==> src/rtl/mem_pwr_pkg.sv <==
// Shared state encoding and default timing for memory power-switch sequencing.
// Imported by the switch controller, the power manager and the bench.
package mem_pwr_pkg;

    typedef enum logic [2:0] {
        S_ON,
        S_ISO_ON,
        S_SW_OFF,
        S_SETTLE_OFF,
        S_OFF,
        S_SW_ON,
        S_SETTLE_ON,
        S_ISO_OFF
    } mem_pwr_state_e;

    localparam int DEF_ISO_SETUP_CYCLES = 2;
    localparam int DEF_SETTLE_CYCLES    = 4;
    localparam int DEF_ACK_TIMEOUT      = 16;

    function automatic int max3(input int a, input int b, input int c);
        int m;
        m = (a > b) ? a : b;
        return (m > c) ? m : c;
    endfunction

    // Never returns zero so the counter always has at least one bit.
    function automatic int cnt_width(input int a, input int b, input int c);
        int w;
        w = $clog2(max3(a, b, c) + 1);
        return (w < 1) ? 1 : w;
    endfunction

endpackage

==> src/rtl/mem_pwr_switch_ctrl.sv <==
// Sleep/wake sequencer for one memory power-switch cell: isolation, switch,
// acknowledge check with timeout, settle time and a sticky error flag.
module mem_pwr_switch_ctrl
    import mem_pwr_pkg::*;
#(
    parameter int ISO_SETUP_CYCLES = DEF_ISO_SETUP_CYCLES,
    parameter int SETTLE_CYCLES    = DEF_SETTLE_CYCLES,
    parameter int ACK_TIMEOUT      = DEF_ACK_TIMEOUT,
    parameter int CNT_W            = cnt_width(ISO_SETUP_CYCLES, SETTLE_CYCLES, ACK_TIMEOUT)
) (
    input  logic clk_i,
    input  logic rst_i,
    input  logic sleep_req_i,
    output logic sleep_ack_o,
    output logic iso_o,
    output logic sw_ctrl_o,
    input  logic sw_ack_i,
    input  logic sw_fb_i,
    output logic busy_o,
    output logic err_o,
    input  logic err_clr_i
);

    mem_pwr_state_e   state_q, state_d;
    logic [CNT_W-1:0] cnt_q, cnt_d;
    logic             cnt_restart;
    logic             err_set;
    logic             ack_ok;

    // A state that "counts N cycles" lasts N cycles; N = 0 still lasts one.
    function automatic logic elapsed(input logic [CNT_W-1:0] cnt, input int n);
        return (int'(cnt) + 1) >= n;
    endfunction

    assign ack_ok = (sw_ack_i == sw_ctrl_o) && (sw_fb_i == ~sw_ctrl_o);

    always_comb begin
        state_d     = state_q;
        err_set     = 1'b0;
        cnt_restart = 1'b0;
        case (state_q)
            S_ON: begin
                if (!ack_ok)     err_set = 1'b1;
                if (sleep_req_i) state_d = S_ISO_ON;
            end
            S_ISO_ON: begin
                if (elapsed(cnt_q, ISO_SETUP_CYCLES)) state_d = S_SW_OFF;
            end
            S_SW_OFF: begin
                if (ack_ok) begin
                    state_d = S_SETTLE_OFF;
                end else if (elapsed(cnt_q, ACK_TIMEOUT)) begin
                    err_set = 1'b1;
                    state_d = S_SW_ON;
                end
            end
            S_SETTLE_OFF: begin
                if (elapsed(cnt_q, SETTLE_CYCLES)) state_d = S_OFF;
            end
            S_OFF: begin
                if (!ack_ok)      err_set = 1'b1;
                if (!sleep_req_i) state_d = S_SW_ON;
            end
            S_SW_ON: begin
                // Keep retrying: isolation must not drop on an unpowered bank.
                if (ack_ok) begin
                    state_d = S_SETTLE_ON;
                end else if (elapsed(cnt_q, ACK_TIMEOUT)) begin
                    err_set     = 1'b1;
                    cnt_restart = 1'b1;
                end
            end
            S_SETTLE_ON: begin
                if (elapsed(cnt_q, SETTLE_CYCLES)) state_d = S_ISO_OFF;
            end
            S_ISO_OFF: begin
                if (elapsed(cnt_q, ISO_SETUP_CYCLES)) state_d = S_ON;
            end
            default: state_d = S_ON;
        endcase

        cnt_d = cnt_q;
        if ((state_d != state_q) || cnt_restart) begin
            cnt_d = '0;
        end else if (cnt_q != {CNT_W{1'b1}}) begin
            cnt_d = cnt_q + CNT_W'(1);
        end
    end

    // Outputs decode the next state so they change on the same edge as the state.
    always_ff @(posedge clk_i) begin
        if (rst_i) begin
            state_q     <= S_ON;
            cnt_q       <= '0;
            sw_ctrl_o   <= 1'b0;
            iso_o       <= 1'b0;
            sleep_ack_o <= 1'b0;
            busy_o      <= 1'b0;
            err_o       <= 1'b0;
        end else begin
            state_q     <= state_d;
            cnt_q       <= cnt_d;
            sw_ctrl_o   <= (state_d == S_SW_OFF) || (state_d == S_SETTLE_OFF) || (state_d == S_OFF);
            iso_o       <= (state_d != S_ON);
            sleep_ack_o <= (state_d == S_OFF);
            busy_o      <= (state_d != S_ON) && (state_d != S_OFF);
            err_o       <= err_set | (err_o & ~err_clr_i);
        end
    end

endmodule

==> config.mk <==
export PLATFORM = sky130hd
export DESIGN_NAME = mem_pwr_switch_ctrl
export DESIGN_NICKNAME = d
export VERILOG_FILES = /design/src/rtl/mem_pwr_pkg.sv /design/src/rtl/mem_pwr_switch_ctrl.sv
export SDC_FILE = /design/constraint.sdc
export NUM_CORES = 1
export LEC_CHECK = 0
export CAP_MARGIN = 20
export CORE_ASPECT_RATIO = 0.9
export CORE_MARGIN = 4
export CORE_UTILIZATION = 43
export DETAILED_ROUTE_END_ITERATION = 8
export HOLD_SLACK_MARGIN = 0.02
export PLACE_DENSITY_LB_ADDON = 0.15
export SLEW_MARGIN = 40
export SYNTH_ARGS = -nofsm -noshare
export SYNTH_HDL_FRONTEND = slang
export SYNTH_SLANG_ARGS = --single-unit
==> constraint.sdc <==
create_clock -name clk_i -period 3.4 [get_ports clk_i]
set_input_delay 0.51 -clock clk_i [delete_from_list [all_inputs] [get_ports clk_i]]
set_output_delay 0.51 -clock clk_i [all_outputs]
set_load 0.1 [all_outputs]
After elaboration in Yosys (flattened, before gate mapping)
Cells that the tools add are included.
{"block": "op_classes", "addsub": 2, "n_lt_le_gt_ge": 3, "eq_ne": 15, "muxes": 15, "n_bitwise": 4, "reduce_logical": 10}
{"op": "greater-or-equal comparator 32 x 4 -> 1 bit (second input constant)", "n": 1}
{"op": "greater-or-equal comparator 32 x 6 -> 1 bit (second input constant)", "n": 1}
{"op": "2-to-1 mux 3 bit", "n": 9}
{"op": "case mux 3 bit (8 select lines)", "n": 1}
{"op": "equality test 3 bit (second input constant)", "n": 5}
{"op": "equality test 3 x 2 -> 1 bit (second input constant)", "n": 4}
{"op": "adder 5 x 1 -> 6 bit (second input constant)", "n": 1}
{"op": "greater-or-equal comparator 6 x 2 -> 1 bit (second input constant)", "n": 1}
{"op": "OR reduction 2 bit", "n": 3}
{"op": "adder 5 x 1 -> 5 bit (second input constant)", "n": 1}
{"op": "!= test 5 bit (second input constant)", "n": 1}
{"op": "2-to-1 mux 1 bit", "n": 4}
{"op": "equality test 3 x 1 -> 1 bit (second input constant)", "n": 1}
{"op": "logical NOT 3 bit", "n": 1}
{"op": "logical OR 1 bit", "n": 3}
{"op": "!= test 3 bit", "n": 1}
{"op": "!= test 3 bit (second input constant)", "n": 1}
{"op": "nonzero test 3 bit", "n": 1}
{"op": "equality test 1 bit", "n": 2}
{"op": "logical AND 1 bit", "n": 2}
{"op": "NOT 1 bit", "n": 2}
{"op": "case mux 1 bit (2 select lines)", "n": 1}
{"op": "bitwise AND 1 bit", "n": 1}
{"op": "OR 1 bit", "n": 1}
{"block": "word_totals", "register_bits": 13, "output_inout_bits": 5, "word_cells": 56}

Logic depth before layout (Yosys ltp)
{"block": "depth", "depth_word": 8, "ltp_mapped": 9, "ltp_nobuf": 8}

Least setup slack after synthesis
No wires, ideal clock.
{"block": "synth_timing", "kind": "register -> register", "startpoint": "register cnt_q[0]", "endpoint": "register cnt_q[0]", "setup_time_ns": 0.079, "arrival_time_ns": 2.318, "t_required_ns": 3.321, "path_slack_ns": 1.003, "path_stages_with_launch": 10, "synth_period_minus_slack_ns": 2.397, "cell_sequence": "dfxtp_1 ha_1 and3_2 ha_1 a31oi_1 buf_4 a31oi_1 a221oi_1 mux2_4 nor3_1"}
{"block": "synth_via", "elab_chain_cells": 8}
{"item": "start: declaration", "line_no": "mem_pwr_switch_ctrl.sv:25", "rtl": "logic [CNT_W-1:0] cnt_q, cnt_d;"}
{"item": "start signal: assignment", "line_no": "mem_pwr_switch_ctrl.sv:102", "rtl": "cnt_q <= cnt_d;"}
{"item": "adder 5 x 1 -> 6 bit", "line_no": "mem_pwr_switch_ctrl.sv:32", "rtl": "return (int'(cnt) + 1) >= n;"}
{"item": "greater-or-equal comparator 32 x 6 -> 1 bit", "line_no": "mem_pwr_switch_ctrl.sv:32"}
{"item": "2-to-1 mux 3 bit", "line_no": "mem_pwr_switch_ctrl.sv:52", "rtl": "end else if (elapsed(cnt_q, ACK_TIMEOUT)) begin"}
{"item": "2-to-1 mux 3 bit", "line_no": "mem_pwr_switch_ctrl.sv:50", "rtl": "if (ack_ok) begin"}
{"item": "case mux 3 bit (8 select lines)", "line_no": "mem_pwr_switch_ctrl.sv:41", "rtl": "case (state_q)"}
{"item": "!= test 3 bit", "line_no": "mem_pwr_switch_ctrl.sv:83", "rtl": "if ((state_d != state_q) || cnt_restart) begin"}
{"item": "logical OR 1 bit", "line_no": "mem_pwr_switch_ctrl.sv:83"}
{"item": "OR reduction 2 bit (no line)"}
Several ways; a longest one is shown, not always the timed one.
A chain may end at the register's enable or synchronous reset.

Worst setup path after layout
{"block": "layout_timing", "startpoint": "register cnt_q[0]", "endpoint": "register sleep_ack_o"}
{"block": "layout_via", "elab_chain_cells": 6}
{"item": "adder 5 x 1 -> 6 bit (*)", "line_no": "mem_pwr_switch_ctrl.sv:32"}
{"item": "greater-or-equal comparator 32 x 6 -> 1 bit", "line_no": "mem_pwr_switch_ctrl.sv:32"}
{"item": "2-to-1 mux 3 bit", "line_no": "mem_pwr_switch_ctrl.sv:52"}
{"item": "2-to-1 mux 3 bit", "line_no": "mem_pwr_switch_ctrl.sv:50"}
{"item": "case mux 3 bit (8 select lines) (*)", "line_no": "mem_pwr_switch_ctrl.sv:41"}
{"item": "equality test 3 bit (*)", "line_no": "mem_pwr_switch_ctrl.sv:105", "rtl": "sleep_ack_o <= (state_d == S_OFF);"}
{"item": "end signal: assignment", "line_no": "mem_pwr_switch_ctrl.sv:105"}
{"item": "end: declaration", "line_no": "mem_pwr_switch_ctrl.sv:14", "rtl": "output logic sleep_ack_o,"}
Every way passes the cells marked *; elsewhere a longest branch is shown, timed or not.

==> impl_metrics.csv <==
group,metric,value,unit
floorplanning,fp.dieH,51.61,µm
clocking,cts.htree.levels,1,
sta,whs,0.4717,ns
sta,worst_slew_pin_slew,0.6812,ns
logic_synthesis,netlist_instances,101,
sta,hold_viol,0,
final_layout,area_growth,10.74,%
grt,grt_start_max_net_pins,15,
final_layout,stdcell_count,137,
placed_design,hpwl,1452,µm
pwr,peakVddDrop,0.0004937,V
pwr,internal_power,385.9,µW
clocking,clk_latency,0.29,ns
floorplanning,num_io_pins,11,
logic_synthesis,synth_area_leaders,"dfxtp_1 (29%), nor3_1 (5.0%), nor2_1 (3.7%), clkbuf_8 (3.0%), a21oi_1 (2.8%)",
sta,slew-limit-headroom,0.5387,
sta,skew,0.01099,ns
sta,min_period,2.588,ns
routing,drtIter0Drc,28,
clocking,cts_buffers,3,
logic_synthesis,synth.most_common_cell,"dfxtp_1",
clocking,clockBufferDepth,2,
routing,post_drt_wl_per_cell,13.67,µm
clocking,cts.sinks,13,
clocking,cts_resized,0,
logic_synthesis,syn_area,908.4,µm²
pwr,clkPwrFrac,0.126,
floorplanning,fp-row-count,15,
worst_setup_path,path_class,"reg2reg",
status,status,"finished clean",
final_layout,n_antenna_cell,0,
grt,grt_pass1_wl,3160,µm
placed_design,dp_cells,133,
logic_synthesis,synth_ff_type,"dfxtp_1",
routing,detail-route-antenna-nets,0,
routing,dr_total_vias,798,
routing,drt-total-wl,1873,µm
grt,antenna_found_initial,0,
grt,met3_usage,0.04467,
logic_synthesis,yosysSeqAreaShare,0.2865,
floorplanning,dieArea,0.002913,mm²
worst_setup_path,cpMostUsedCell,"ha_1",
worst_setup_path,r2r_cells,9,
grt,busiest_layer,"met2",
clocking,cts.hold.buffers_added,0,
sta,setup-tns-final,0,ns
sta,setup_viol,0,
worst_setup_path,crit_chain,"ha_1 > and3_2 > ha_1 > a31oi_1 > buf_4 > nand4_1 > a311o_1 > nor4_4 > and2_1",
grt,overflow,0,
routing,drc,0,
grt,grt_pass1_vias,716,
clocking,postCtsSetupBuffers,0,
final_layout,nNetsFinal,121,
floorplanning,dieWidth,56.45,µm
hold_path,holdPathStages,2,
grt,grt_use_met1,0.1805,
worst_setup_path,slowest_stage,"a311o_1",
worst_setup_path,end_kind,"flop",
pwr,switchingPower,386.9,µW
logic_synthesis,synth_seq_cells,13,
clocking,root_buffer,"clkbuf_4",
routing,firstDrtPassIters,4,
clocking,tritoncts,"yes",
placed_design,place.gp.congestion,0.9106,
logic_synthesis,post_synth_num_cell_types,44,
worst_setup_path,critical_path_arrival,2.82,ns
worst_setup_path,required,3.63,ns
placed_design,port_buffers,10,
sta,grt_setup_unrepaired,"no",
final_layout,drive_gt1_frac,0.2321,
pwr,p_comb_frac,0.565,
sta,maxSlewViolCount,0,
pwr,swShare,0.5007,
logic_synthesis,synth_top_area_share,0.2865,
logic_synthesis,synth_edf_count,0,
pwr,power.density,768.2,mW/mm²
logic_synthesis,yosys_warnings,0,
sta,max_freq,386.3,MHz
worst_setup_path,start_kind,"flop",
hold_path,hold_path.class,"reg2reg",
pwr,pwr-share-seq,0.309,
worst_setup_path,cpPeakStageDelay,0.44,ns
floorplanning,start_util,0.4610,
grt,use_met2,0.2173,
clocking,clk_pin_slew_worst_paths,0.08,ns
grt,grt.total_usage,0.1423,
worst_setup_path,reg2reg_slack,0.81,ns
worst_setup_path,critPathMaxFanout,12,
logic_synthesis,synth_area_leader_cell,"dfxtp_1",
sta,min_period_over_period,0.7613,
floorplanning,core_region_area,0.001971,mm²
logic_synthesis,synth_common_cells,"dfxtp_1 (13), nor2_1 (9), nor3_1 (9)",
job,maxCapViolCount,0,
logic_synthesis,synth_area_per_cell,8.994,µm²
pwr,leakage,0.3923,nW
logic_synthesis,synthArstFlopShare,0,
logic_synthesis,syn_nets,109,
routing,vias_per_cell,5.825,
[metal layers]
layer | vias to the layer above | part of all wire
met2 | 30 | 0.46
li1 | 402 | -
met4 | 0 | 0.013
met5 | - | 0
met3 | 5 | 0.064
met1 | 361 | 0.46
[flip-flops by register name (all words and copies together), names as in the netlist]
| name | cells |
|---|---|
| cnt_q | 5 |
| sleep_ack_o | 1 |
| sw_ctrl_o | 1 |
| iso_o | 1 |
| busy_o | 1 |
| state_q | 3 |
| err_o | 1 |
[power by group through the flow]
stage | Sequential [mW] | Clock, mW | Combinational, mW
after CTS | 0.238 | 0.100 | 0.439
after global placement | 0.240 | 0 | 0.456
after detailed placement | 0.242 | 0 | 0.438
after floorplan | 0.363 | 0 | 0.254
final | 0.239 | 0.0970 | 0.437
after global routing | 0.247 | 0.107 | 0.472
[cell type report]
class / instances / area, µm²
timing repair buffer: 11 / 82.58
inverter: 4 / 28.78
fill: 208 / 964.7
multi-input combinational: 80 / 576.8
clock buffer: 4 / 26.28
sequential: 13 / 260.3
tap: 25 / 31.28
[cells by family (layout without fill, tap and decap cells)]
| group | Yosys count | count (layout) | share of synthesized area |
|---|---|---|---|
| XOR/XNOR | 3 | 3 | 0.02893 |
| flip-flops | 13 | 13 | 0.2865 |
| buffers and inverters | 8 | 19 | 0.07851 |
| AND/OR/NAND/NOR | 46 | 46 | 0.3044 |
| adder cells (fa/ha/maj) | 2 | 2 | 0.02754 |
| multiplexers | 3 | 3 | 0.03856 |
| AO/OA/AOI/OAI | 26 | 26 | 0.2355 |
[placed cells by master (no fill, tap or decap), types with 2 or more instances in the layout]
cell	synthesis	layout
nand3_1	5	5
buf_2	0	5
a31oi_1	4	4
nand2b_1	2	2
a21oi_1	5	5
ha_1	2	2
xnor2_1	2	2
and2b_2	2	2
and3_2	2	2
nor2b_1	2	2
clkdlybuf4s50_1	0	5
a221oi_1	2	2
clkbuf_4	0	3
nor2_1	9	9
mux2i_1	2	2
inv_1	3	3
o21ai_0	2	2
dfxtp_1	13	13
nand2_1	5	5
nor3_1	9	9
and2_2	2	2
[per-stage QoR]
stage	worst slack [ns]	power, mW	cell area, µm²	utilization
floorplan	1.003	0.6180	908.4	-
global placement	0.8026	0.6958	1005	0.5098
detailed placement	0.7859	0.6796	979.7	0.4971
CTS	0.8131	0.7773	1006	0.5105
global route	0.6249	0.8256	1006	0.5105
finish	0.8116	0.7728	1006	0.5105
[worst max-delay path: cells and delay by family, from the launching register on]
kind | cells | cell delay [ns]
simple gates | 4 | 0.81
flops | 1 | 0.37
fa+ha+maj | 2 | 0.56
compound gates | 2 | 0.60
buf+inv | 1 | 0.21
[worst paths after layout]
| path | from | to |
|---|---|---|
| hold reg to reg | err_o$_SDFF_PP0_ | err_o$_SDFF_PP0_ |
| setup reg to reg | cnt_q[0]$_SDFFE_PP0P_ | sleep_ack_o$_SDFF_PP0_ |
| hold / removal | err_o$_SDFF_PP0_ | err_o$_SDFF_PP0_ |
| setup / recovery | cnt_q[0]$_SDFFE_PP0P_ | sleep_ack_o$_SDFF_PP0_ |
No activity file was read; power rests on OpenSTA's default activity.
